--- config.mk ---
export PLATFORM = sky130hd
export DESIGN_NAME = div_sequencer
export DESIGN_NICKNAME = d
export VERILOG_FILES = /design/src/rtl/div_sequencer_pkg.sv /design/src/rtl/div_sequencer_step.sv /design/src/rtl/div_sequencer.sv
export SDC_FILE = /design/constraint.sdc
export NUM_CORES = 1
export LEC_CHECK = 0
export ABC_CLOCK_PERIOD_IN_PS = 9100
export CAP_MARGIN = 20
export CELL_PAD_IN_SITES_DETAIL_PLACEMENT = 2
export CELL_PAD_IN_SITES_GLOBAL_PLACEMENT = 2
export CORE_MARGIN = 2
export CORE_UTILIZATION = 37
export CTS_CLUSTER_DIAMETER = 60
export DETAILED_ROUTE_END_ITERATION = 8
export PLACE_DENSITY_LB_ADDON = 0.1
export SLEW_MARGIN = 20
export SYNTH_ARGS = -nofsm -noshare
export SYNTH_HDL_FRONTEND = slang
export SYNTH_SLANG_ARGS = --single-unit
--- constraint.sdc ---
create_clock -name clk -period 9.1 [get_ports clk]
set_clock_uncertainty 0.05 [all_clocks]
set_input_delay 1.82 -clock clk [delete_from_list [all_inputs] [get_ports clk]]
set_output_delay 1.82 -clock clk [all_outputs]
set_load 0.005 [all_outputs]
--- src/rtl/div_sequencer_pkg.sv ---
// Shared CPU definitions used by the divide sequencer and the decoder that feeds it.
package cpu_defs;

    localparam int unsigned DIV_WIDTH = 32;
    localparam int unsigned DIV_CNT_W = $clog2(DIV_WIDTH);

    // Sequencer state encoding, kept as plain constants for legacy compatibility
    localparam logic [1:0] IDLE = 2'd0;
    localparam logic [1:0] RUN  = 2'd1;
    localparam logic [1:0] DONE = 2'd2;

    // SPECIAL-opcode funct codes the decoder maps onto start/signed_div
    localparam logic [5:0] FUNCT_DIV  = 6'b011010;
    localparam logic [5:0] FUNCT_DIVU = 6'b011011;

    // True when a SPECIAL funct selects either divide flavour
    function automatic logic is_div_funct(input logic [5:0] funct);
        return (funct == FUNCT_DIV) || (funct == FUNCT_DIVU);
    endfunction

endpackage

--- src/rtl/div_sequencer_step.sv ---
// One restoring-division step: shift in the next dividend bit and try to
// subtract the divisor from the partial remainder.
module div_step #(
    parameter int unsigned WIDTH = 32
) (
    input  logic [WIDTH:0]   prem,
    input  logic             dbit,
    input  logic [WIDTH-1:0] divisor,
    output logic [WIDTH:0]   next_rem,
    output logic             qbit
);

    logic [WIDTH+1:0] shifted;
    logic [WIDTH:0]   diff;
    logic             borrow;

    // Trial subtraction; keep the shifted remainder when the divisor does not fit
    always_comb begin
        shifted  = {prem, dbit};
        borrow   = shifted < {2'b00, divisor};
        diff     = shifted[WIDTH:0] - {1'b0, divisor};
        next_rem = borrow ? shifted[WIDTH:0] : diff;
        qbit     = ~borrow;
    end

endmodule

--- src/rtl/div_sequencer.sv ---
// Multi-cycle signed/unsigned divider sequencer for the execute stage.
// Stalls the pipeline while iterating and strobes quotient/remainder for the
// HI/LO write for exactly one cycle.
module div_sequencer
    import cpu_defs::*;
#(
    parameter int unsigned WIDTH = DIV_WIDTH,
    parameter int unsigned CNT_W = DIV_CNT_W
) (
    input  logic             clk,
    input  logic             rst,
    input  logic             start,
    input  logic             signed_div,
    input  logic [WIDTH-1:0] opa,
    input  logic [WIDTH-1:0] opb,
    input  logic             annul,
    output logic             stall,
    output logic             busy,
    output logic             valid,
    output logic [WIDTH-1:0] quot,
    output logic [WIDTH-1:0] rem
);

    localparam logic [CNT_W-1:0] LAST_STEP = CNT_W'(WIDTH - 1);

    logic [1:0]       state;
    logic [CNT_W-1:0] cnt;
    logic [WIDTH-1:0] dvd;      // dividend bits still to consume, quotient bits shifted in below
    logic [WIDTH-1:0] dvs;
    logic [WIDTH:0]   prem;
    logic             neg_q;
    logic             neg_r;

    logic             accept;
    logic [WIDTH-1:0] abs_a;
    logic [WIDTH-1:0] abs_b;
    logic [WIDTH:0]   step_rem;
    logic             step_q;
    logic [WIDTH-1:0] q_fin;
    logic [WIDTH-1:0] r_fin;

    div_step #(.WIDTH(WIDTH)) u_step (
        .prem     (prem),
        .dbit     (dvd[WIDTH-1]),
        .divisor  (dvs),
        .next_rem (step_rem),
        .qbit     (step_q)
    );

    // Accept decision, operand magnitudes and raw results of the current step
    always_comb begin
        accept = (state == IDLE) && start && !annul;
        abs_a  = (signed_div && opa[WIDTH-1]) ? ('0 - opa) : opa;
        abs_b  = (signed_div && opb[WIDTH-1]) ? ('0 - opb) : opb;
        q_fin  = {dvd[WIDTH-2:0], step_q};
        r_fin  = step_rem[WIDTH-1:0];
    end

    // Pipeline freeze; forced low while reset is held so the abort is immediate
    always_comb begin
        stall = rst && (accept || (state == RUN));
    end

    // Sequencer FSM, iteration counter and sign fix-up of the final result
    always_ff @(posedge clk or negedge rst) begin
        if (!rst) begin
            state <= IDLE;
            cnt   <= '0;
            dvd   <= '0;
            dvs   <= '0;
            prem  <= '0;
            neg_q <= 1'b0;
            neg_r <= 1'b0;
            busy  <= 1'b0;
            valid <= 1'b0;
            quot  <= '0;
            rem   <= '0;
        end else begin
            case (state)
                IDLE: begin
                    if (accept) begin
                        dvd   <= abs_a;
                        dvs   <= abs_b;
                        prem  <= '0;
                        cnt   <= '0;
                        neg_q <= signed_div && (opa[WIDTH-1] ^ opb[WIDTH-1]);
                        neg_r <= signed_div && opa[WIDTH-1];
                        if (opb == '0) begin
                            state <= DONE;
                            valid <= 1'b1;
                            quot  <= '1;
                            rem   <= opa;
                        end else begin
                            state <= RUN;
                            busy  <= 1'b1;
                        end
                    end
                end
                RUN: begin
                    if (annul) begin
                        state <= IDLE;
                        busy  <= 1'b0;
                    end else begin
                        prem <= step_rem;
                        dvd  <= q_fin;
                        cnt  <= cnt + 1'b1;
                        if (cnt == LAST_STEP) begin
                            state <= DONE;
                            busy  <= 1'b0;
                            valid <= 1'b1;
                            quot  <= neg_q ? ('0 - q_fin) : q_fin;
                            rem   <= neg_r ? ('0 - r_fin) : r_fin;
                        end
                    end
                end
                DONE: begin
                    state <= IDLE;
                    valid <= 1'b0;
                end
                default: begin
                    state <= IDLE;
                    busy  <= 1'b0;
                    valid <= 1'b0;
                end
            endcase
        end
    end

endmodule

==> reports/results.ini, run 1 <==
[finish]
final_area_sq_mm=0.0144
area_growth_pct=18.8
layout-drive-gt1-share_pct=4.37
layout_common_cells=203 x nand2_1, 176 x o21ai_0, 172 x dfrtp_1
layout_commonest_cell=nand2_1
nets=1720
fillCellCount=3723
n_antenna_cell=0

[setup_path]
worst_ep_required_time_ns=9.41
crit_fanout=40
max_stage_delay_ns=0.51
cp.arrival_ns=6.90
worstSetupEndpointType=flop
cp-startpoint=opb[0]
reg2reg_slack_ns=3.16
worstSetupPathType=primary input to flop
reg2reg_depth=20
worst_r2r_startpoint=dvd[31]
rr_endpoint=quot[24]
path_cells=clkdlybuf4s50_1, inv_1, ha_1, or3b_2, nor3_1, and4_1, nand3_1, nor3b_1, nor3_1, a21o_1, or3_1, buf_4, inv_2, buf_4, and3_1, a21oi_1, o221ai_1
crit_path_start_kind=primary input
cpMaxStageDelayCell=nor3_1
crit_path_end=rem[29]

[power_and_ir_drop]
power_per_cell_area_mw_per_mm2=399
p_leak_nw=6.07
p_int_mw=2.90
swShare_pct=49.7
ir_worst_vdd_mv=0.186
p_switching_mw=2.87
pwr-share-seq_pct=24.8
power_frac_comb_pct=62.1
p_clk_share_pct=13.0

[yosys]
seq_area_frac_synth_pct=35.5
ys_ff_latch=172
ys_types=70
ys_async_sr_fraction_pct=100
avgSynthCellArea_sq_um=7.95
synth-edff-count=0
netlist_area_sq_mm=0.0121
syn-num-nets=1635
synthFlopType=dfrtp_1
netlist_instances=1527
yosysWarningCount=0

[global_routing]
grt_pass1_vias=12600
grt.overflow.total=0
antenna_found_initial=0
grt_first_pass_wirelength_mm=71.2
grt_max_degree=76
grt.total_usage_pct=27.0

[route]
drt_first_pass_iters=4
met2_length_mm=22.6
met3_length_mm=1.29
vias=11800
wl_mm=45.1
top_layer=met4
wl_met1_mm=19.8
drt_drc_violations_left=0
viasPerCell=5.72
drt_iter0_drc=634
wl_per_cell_um=21.8
drt.antenna.violating_nets=0

[cts]
cts_tree=done
ctsRootBufferMaster=clkbuf_16
post_cts_buffers=0
cts_buffer_depth=2
ctsResizeCount=0
clk_latency_ns=0.45
clock_sinks=172
path_clk_slew_ns=0.08
htree_levels=4
cts_hold_buffers=0
cts_buffers=17

[placement]
pre_cts_ws_ns=2.08
place_hpwl_mm=33.8
gp_congestion=0.840
port_buffers=135
dpl_cell_area_sq_mm=0.0138

[sta]
slew_headroom_pct=27.7
hold_viol=0
fin_crit_ns=6.58
setup_tns_ns=0
rsz0062_at_grt=false
slew_violations=0
timing.final.ws_setup_ns=2.52
fmax_mhz=152
setup_viol=0
period_share_pct=72.3
worst_slew_pin_slew_ns=1.08

[floorplanning]
initial_core_util_pct=37.4
fp.dieW_um=185
num_rows=66
die_area_sq_mm=0.0343
core_sq_mm=0.0325
ios=136
chipHeight_um=185

[run_status]
status=complete, no violations

[worst_hold_path]
hold_path_class=flop to flop

[job]
drv_cap=0

-- state kept, by name, summed over array words and instances (netlist names) --
signal and flops:
state 2, cnt 5, neg_r 1, quot 32, neg_q 1, valid 1
prem 33, rem 32, dvs 32, busy 1, dvd 32
-- power by group through the flow --
stage | clock network, mW | registers, mW | logic (mW)
2_1_floorplan | 0 | 1.30 | 2.41
3_3_place_gp | 0 | 1.42 | 3.36
3_5_place_dp | 0 | 1.44 | 3.53
4_1_cts | 0.764 | 1.43 | 3.58
6_report | 0.750 | 1.43 | 3.58
5_1_grt | 0.793 | 1.48 | 3.97
-- layout make-up --
cell class	count	area, sq um	share of cell area (%)
clock buffer	17	425	2.95
clock inverter	15	153	1.06
inverter	53	199	1.38
multi-input combinational	1217	7320	50.7
sequential	172	4300	29.8
tap	442	553	3.83
timing repair buffer	151	1470	10.2
-- critical path, delay by kind of cell --
kind            cells  cell delay, ns
fa+ha+maj           1            0.17
compound gates      3            0.32
buf+inv             5            1.79
simple gates        8            2.73
-- layer usage --
| metal | vias up | track usage, % |
|---|---|---|
| met1 | 5948 | 33.2 |
| met3 | 67 | 2.87 |
| met2 | 241 | 48.8 |
| met5 | - | 0 |
| met4 | 0 | 9.33 |
| li1 | 5572 | - |
-- synthesized netlist by cell type, drive strengths merged, types with 4 or more instances --
master   count  area, sq um
inv         53          199
or3         35          219
o21bai       4         30.0
nor3b        7         52.6
o31a         4         35.0
and2         9         56.3
o22ai        5         31.3
a22o        14          123
nand3       28          140
o21a         8         60.1
o21ai      179          896
a21o        19          143
and3        24          150
a311oi       4         52.6
nor4        11         68.8
clkbuf      60          225
o31ai       21          158
xnor2       55          482
and4         6         52.6
a21oi      143          719
nor3        40          200
mux2         4         45.0
a31oi       30          188
xor2        74          648
nor2b        5         31.3
a21boi       4         30.0
dfrtp      172         4300
nand2b      13         81.3
o41ai        8         77.6
nand4        6         37.5
nand2      203          762
mux2i       21          210
nor2       137          514
ha          38          475
buf         25          126
a2bb2oi      4         35.0
or4          8         60.1
o211ai       5         37.5
a211oi       7         52.6
-- how the worst min path moves through the flow --
stage	from	end	slack [ns]	cells after the start
6_report	dvs[8]	dvs[8]	0.43	2
5_1_grt	dvs[11]	dvs[11]	0.45	2
4_1_cts	dvs[8]	dvs[8]	0.44	2
3_5_place_dp	dvs[8]	dvs[8]	0.42	2
3_3_place_gp	dvs[26]	dvs[26]	0.41	2
2_1_floorplan	prem[32]	prem[32]	0.40	2
-- logic make-up after synthesis --
group           synth area share (%)
mux                             2.10
fa+ha+maj                       4.08
buf+inv                         4.54
xor+xnor                        9.31
flops                           35.5
simple gates                    20.9
compound gates                  23.6
-- metrics by stage --
| stage | instances | power [mW] | utilization, % | hold slack, ns |
|---|---|---|---|---|
| after floorplan | 1527 | 3.72 | - | 0.397 |
| after global placement | 2035 | 4.78 | 42.7 | 0.411 |
| after detailed placement | 2035 | 4.97 | 42.7 | 0.420 |
| after CTS | 2067 | 5.78 | 44.4 | 0.436 |
| after global routing | 2067 | 6.24 | 44.4 | 0.454 |
| final | 2067 | 5.76 | 44.4 | 0.431 |
(Power assumes the default switching activity.)
==> run 2, diff against run 1 <==
--- a/config.mk
+++ b/config.mk
@@ -5,12 +5,12 @@
 export SDC_FILE = /design/constraint.sdc
 export NUM_CORES = 1
 export LEC_CHECK = 0
-export ABC_CLOCK_PERIOD_IN_PS = 9100
+export ABC_CLOCK_PERIOD_IN_PS = 6600
 export CAP_MARGIN = 20
 export CELL_PAD_IN_SITES_DETAIL_PLACEMENT = 2
 export CELL_PAD_IN_SITES_GLOBAL_PLACEMENT = 2
 export CORE_MARGIN = 2
-export CORE_UTILIZATION = 37
+export CORE_UTILIZATION = 34
 export CTS_CLUSTER_DIAMETER = 60
 export DETAILED_ROUTE_END_ITERATION = 8
 export PLACE_DENSITY_LB_ADDON = 0.1
==> constraint.sdc (replaced) <==
create_clock -name clk -period 6.6 [get_ports clk]
set_clock_uncertainty 0.05 [all_clocks]
set_input_delay 1.32 -clock clk [delete_from_list [all_inputs] [get_ports clk]]
set_output_delay 1.32 -clock clk [all_outputs]
set_load 0.005 [all_outputs]
==> run 2 against run 1 <==
Against the previous run: clock-buffer cell count is the same; setup slack worse by 1.3 ns; first-iteration DRC count down 15%; die area increased by 8.6%; global-route usage fell by 1.9 points; core utilization decreased by 3.6 points; flip-flop and latch count did not move; register-to-register slack got worse by 2.0 ns; critical endpoint is now quot[8].
==> reports/results.ini, run 2 (same netlist as run 1, synthesis figures left out) <==
[setup_path]
worst_r2r_startpoint=prem[23]
crit_path_start_kind=primary input
worstSetupEndpointType=flop
rr_endpoint=rem[26]
reg2reg_depth=18  ; -10%
reg2reg_slack_ns=1.17  ; -1.99 ns
path_delay_family=simple AND/OR/NAND/NOR gates
worstSetupPathType=primary input to flop
cp.arrival_ns=5.75  ; -1.15 ns
crit_fanout=26  ; -35%
cpMaxStageDelayCell=nor3b_1
worst_ep_required_time_ns=6.93  ; -2.48 ns
path_cells=clkdlybuf4s50_1, inv_1, ha_1, or3b_2, nor3_1, buf_4, and4_1, nand3_1, nor3b_1, nor3_1, a21o_1, or3_1, inv_2, buf_4, nor2_1, a31oi_1
max_stage_delay_ns=0.57  ; +0.06 ns
cp_num_buf_inv=5  ; unchanged

[power_and_ir_drop]
power_per_cell_area_mw_per_mm2=549  ; +38%
ir_worst_vdd_mv=0.231  ; +24%
p_leak_nw=6.09  ; +0.28%

[floorplanning]
core_sq_mm=0.0354  ; +9.1%
fp.dieW_um=193  ; +4.2%
initial_core_util_pct=34.3  ; -3.1 points
ios=136  ; unchanged
num_rows=69  ; +4.5%
die_area_sq_mm=0.0372  ; +8.6%
chipHeight_um=193  ; +4.2%

[cts]
htree_levels=4  ; unchanged
cts_buffers=17  ; unchanged
clk_latency_ns=0.47  ; +0.02 ns
post_cts_buffers=0  ; unchanged
ctsResizeCount=0  ; unchanged
cts_hold_buffers=0  ; unchanged
path_clk_slew_ns=0.08  ; about the same
cts_buffer_depth=2  ; unchanged
ctsRootBufferMaster=clkbuf_16
cts_tree=done
clock_sinks=172  ; unchanged

[global_routing]
grt_pass1_vias=12300  ; -2.5%
antenna_found_initial=0  ; unchanged
grt_first_pass_wirelength_mm=71.3  ; +0.21%
grt.overflow.total=0  ; unchanged
grt.total_usage_pct=25.0  ; -1.9 points
grt_max_degree=80  ; +5.3%

[sta]
period_share_pct=82.2
hold_viol=0  ; unchanged
rsz0062_at_grt=false
fin_crit_ns=5.43
holdWs_ns=0.428  ; -0.00294 ns
setup_tns_ns=0  ; unchanged
worst_slew_pin_slew_ns=0.989  ; -0.0961 ns
fmax_mhz=184
slew_violations=0  ; unchanged
slew_headroom_pct=33.9  ; +6.2 points
setup_viol=0  ; unchanged

[finish]
layout-drive-gt1-share_pct=4.49  ; +0.12 points
layout_commonest_cell=nand2_1
area_growth_pct=19.2
layout_common_cells=203 x nand2_1, 176 x o21ai_0, 172 x dfrtp_1
regMostFlops=prem
n_antenna_cell=0  ; unchanged
nets=1722  ; +0.12%
largest_register_ffs=33  ; unchanged

[placement]
port_buffers=135  ; unchanged
gp_congestion=0.853  ; +1.6%
place_hpwl_mm=34.8  ; +2.7%

[route]
drt_first_pass_iters=5  ; +1
drt_iter0_drc=542  ; -15%
drt_drc_violations_left=0  ; unchanged
drt.antenna.violating_nets=0  ; unchanged
wl_mm=45.5  ; +1.0%
wl_per_cell_um=21.8  ; about the same
viasPerCell=5.61  ; -1.9%
vias=11700  ; -0.95%

[worst_hold_path]
holdPathEnd=neg_q
hold_path_class=flop to flop
hold_depth=2  ; unchanged
hold_path_startpoint=neg_q

[run_status]
status=complete, no violations

[job]
drv_cap=0  ; unchanged

run 2: cell types whose count changed in the layout (fill, tap and decap cells not counted):
cell	delta
clkinv_8	+2
buf_12	+1
bufinv_16	-1
clkinv_4	+1
buf_4	+1
clkinvlp_4	-2
run 2: through the flow:
stage | area, sq um | util, % | std cells | power, mW | setup WS, ns
2_1_floorplan | 12100 | - | 1527 | 5.12 | 1.53
3_3_place_gp | 13900 | 39.3 | 2056 | 6.74 | 0.868
3_5_place_dp | 13900 | 39.3 | 2056 | 6.93 | 0.658
4_1_cts | 14500 | 40.9 | 2088 | 8.00 | 1.15
5_1_grt | 14500 | 40.9 | 2088 | 8.64 | 0.781
6_report | 14500 | 40.9 | 2088 | 7.95 | 1.17
run 2: metal layers:
layer  vias to the layer above  wire (um)  global-route usage [%]
li1                       5594          -                       -
met1                      5879      20700                    32.0
met2                       193      22500                    43.8
met3                        50       1140                    2.64
met4                         0       1230                    8.89
met5                         -          0                       0
run 2: final cells by class:
type | instances | area, sq um
fill | 4111 | 20900
multi-input combinational | 1217 | 7320
timing repair buffer | 153 | 1500
sequential | 172 | 4300
tap | 461 | 577
clock buffer | 17 | 425
inverter | 53 | 199
clock inverter | 15 | 149
run 2: worst max-delay path by stage:
stage / start / to / slack (ns) / cells after the start
floorplan: dvd[31] / quot[24] / 1.53 / 23
finish: opb[0] / quot[8] / 1.17 / 16
detailed placement: opb[0] / quot[8] / 0.66 / 16
global route: prem[15] / rem[26] / 0.78 / 18
CTS: opb[0] / quot[8] / 1.15 / 16
global placement: opb[1] / quot[8] / 0.87 / 15
run 2: report_power, final:
group | total (mW) | switching [mW] | internal (mW)
registers | 1.97 | 0.491 | 1.48
logic | 4.96 | 2.96 | 1.99
clock network | 1.02 | 0.518 | 0.504
run 2: tightest hold or removal path, delay by kind of cell, from the launching register on:
family | cells | cell delay (ns)
DFF | 1 | 0.35
and+or+nand+nor | 2 | 0.10
==> run 3, diff against run 2 <==
--- a/config.mk
+++ b/config.mk
@@ -5,12 +5,12 @@
 export SDC_FILE = /design/constraint.sdc
 export NUM_CORES = 1
 export LEC_CHECK = 0
-export ABC_CLOCK_PERIOD_IN_PS = 6600
+export ABC_CLOCK_PERIOD_IN_PS = 4350
 export CAP_MARGIN = 20
 export CELL_PAD_IN_SITES_DETAIL_PLACEMENT = 2
 export CELL_PAD_IN_SITES_GLOBAL_PLACEMENT = 2
 export CORE_MARGIN = 2
-export CORE_UTILIZATION = 34
+export CORE_UTILIZATION = 31
 export CTS_CLUSTER_DIAMETER = 60
 export DETAILED_ROUTE_END_ITERATION = 8
 export PLACE_DENSITY_LB_ADDON = 0.1
==> constraint.sdc (replaced) <==
create_clock -name clk -period 4.35 [get_ports clk]
set_clock_uncertainty 0.05 [all_clocks]
set_input_delay 0.87 -clock clk [delete_from_list [all_inputs] [get_ports clk]]
set_output_delay 0.87 -clock clk [all_outputs]
set_load 0.005 [all_outputs]
==> run 3 against run 2 <==
Against the previous run: critical path depth grew 3; via count grew 6.9%; register-to-register slack worse by 1.2 ns; core utilization up 1.4 points; first-iteration DRC count is 11% higher; final cell count up 12%; global-route usage up 0.17 points; the flow now finishes with violations (negative setup slack); cell area is 13% higher; critical path type is now flop to flop; total power is 77% higher.
==> reports/results.ini, run 3 (same netlist as run 1, synthesis figures left out) <==
[setup_path]
worst_ep_required_time_ns=4.63  ; -2.30 ns
cp-startpoint=prem[18]
worst_r2r_startpoint=prem[18]
rr_endpoint=rem[28]
crit_path_end=rem[28]
reg2reg_depth=19  ; +1
crit_path_start_kind=flop
worstSetupEndpointType=flop
crit_fanout=5  ; -81%
worstSetupPathType=flop to flop
reg2reg_slack_ns=-0.05  ; -1.22 ns
cp.arrival_ns=4.68  ; -1.07 ns

[cts]
path_clk_slew_ns=0.08  ; about the same
cts_buffers=17  ; unchanged
htree_levels=4  ; unchanged
cts_tree=done
clk_latency_ns=0.47  ; about the same
ctsRootBufferMaster=clkbuf_16
cts_buffer_depth=2  ; unchanged
clock_sinks=172  ; unchanged

[route]
wl_per_cell_um=21.9  ; +0.51%
vias=12500  ; +6.9%
drt_iter0_drc=601  ; +11%
wl_mm=51.1  ; +12%
drt.antenna.violating_nets=0  ; unchanged
viasPerCell=5.37  ; -4.3%
drt_first_pass_iters=5  ; unchanged
drt_drc_violations_left=0  ; unchanged

[run_status]
violations=negative setup slack
status=complete, but fails checks

[worst_hold_path]
hold_path_class=flop to flop

[sta]
worst_slew_pin_slew_ns=0.921  ; -0.0675 ns
fmax_mhz=227
holdWs_ns=0.429  ; +0.00150 ns
setup_tns_ns=-0.142  ; -0.142 ns
timing.final.ws_setup_ns=-0.0502  ; -1.22 ns
hold_viol=0  ; unchanged
rsz0062_at_grt=true
setup_viol=3  ; +3
slew_violations=0  ; unchanged
slew_headroom_pct=38.6  ; +4.7 points
fin_crit_ns=4.40
period_share_pct=101

[finish]
utilization_pct=42.3  ; +1.4 points
area_growth_pct=34.8
layout_commonest_cell=nand2_1
largest_register_ffs=33  ; unchanged
n_antenna_cell=0  ; unchanged
regMostFlops=prem
final_area_sq_mm=0.0164  ; +13%
nets=1909  ; +11%
instances_no_fill=2331  ; +12%
layout_common_cells=200 x nand2_1, 197 x buf_4, 170 x dfrtp_1
layout-drive-gt1-share_pct=16.9  ; +12 points

[placement]
dpl_cell_area_sq_mm=0.0155  ; +11%
gp_congestion=0.846  ; -0.88%
pre_cts_ws_ns=-0.262  ; -0.920 ns
place_hpwl_mm=39.4  ; +13%
dpl.cell_count=2292  ; +11%
port_buffers=135  ; unchanged

[global_routing]
grt.total_usage_pct=25.2  ; +0.17 points
antenna_found_initial=1  ; +1
grt_pass1_vias=13800  ; +12%
grt_first_pass_wirelength_mm=79.8  ; +12%
grt.overflow.total=0  ; unchanged
grt_max_degree=70  ; -13%

[floorplanning]
fp.dieW_um=202  ; +4.6%
core_sq_mm=0.0386  ; +9.2%
die_area_sq_mm=0.0407  ; +9.5%
num_rows=72  ; +4.3%
ios=136  ; unchanged
initial_core_util_pct=31.4  ; -2.9 points
chipHeight_um=202  ; +4.6%

[job]
drv_cap=0  ; unchanged

[power_and_ir_drop]
power_per_cell_area_mw_per_mm2=858  ; +56%
finalPower_mw=14.0  ; +77%
p_leak_nw=7.09  ; +16%
ir_worst_vdd_mv=0.405  ; +75%

run 3: layout make-up:
cell class	count	area, sq um
repair buffers	340	2980
multi-input cells	1217	7610
clock buffers	17	425
flip-flops and latches	172	4310
fillers	4311	22300
clock inverters	14	185
well taps	518	648
inverters	53	201
run 3: worst min-delay path by stage:
stage,start,end,slack (ns),depth (start not counted)
5_1_grt,dvs[3],dvs[3],0.45,2
2_1_floorplan,prem[32],prem[32],0.40,2
4_1_cts,dvs[11],dvs[11],0.44,2
6_report,dvs[9],dvs[9],0.43,2
3_3_place_gp,dvs[16],dvs[16],0.41,2
3_5_place_dp,dvs[11],dvs[11],0.42,2
run 3: power breakdown:
| part | total, mW | internal, mW | switching [mW] |
|---|---|---|---|
| combinational | 9.43 | 4.21 | 5.23 |
| clock | 1.66 | 0.915 | 0.742 |
| sequential | 2.95 | 2.25 | 0.698 |
run 3: worst max-delay path, cell delays in order (launching register included):
cell and delay, ns:
dfrtp_1 0.42, ha_1 0.34, buf_4 0.17, nand4_1 0.18, nor4_4 0.06, buf_4 0.13, a221o_1 0.40, a211o_4 0.40
inv_4 0.07, mux2i_2 0.23, ha_2 0.27, nand2_4 0.07, nor3_4 0.14, and3_4 0.24, a41oi_4 0.13, or3_4 0.41
buf_4 0.15, o21ai_2 0.11, xor2_1 0.17, o22ai_1 0.11
run 3: timing repair:
action,CTS,global route
pin swaps,1,10
gates resized for setup,12,41
buffers inserted,1,7
hold buffers,0,0
hold endpoints to repair,0,0
setup endpoints to repair,15,32
cloned,0,0
run 3: layer usage:
layer	global-route usage, %	share of wire, %	vias up
met1	31.4	44	6287
li1	-	-	5956
met3	3.26	2.9	59
met2	43.9	50	218
met5	0	0	-
met4	10.3	3.2	0
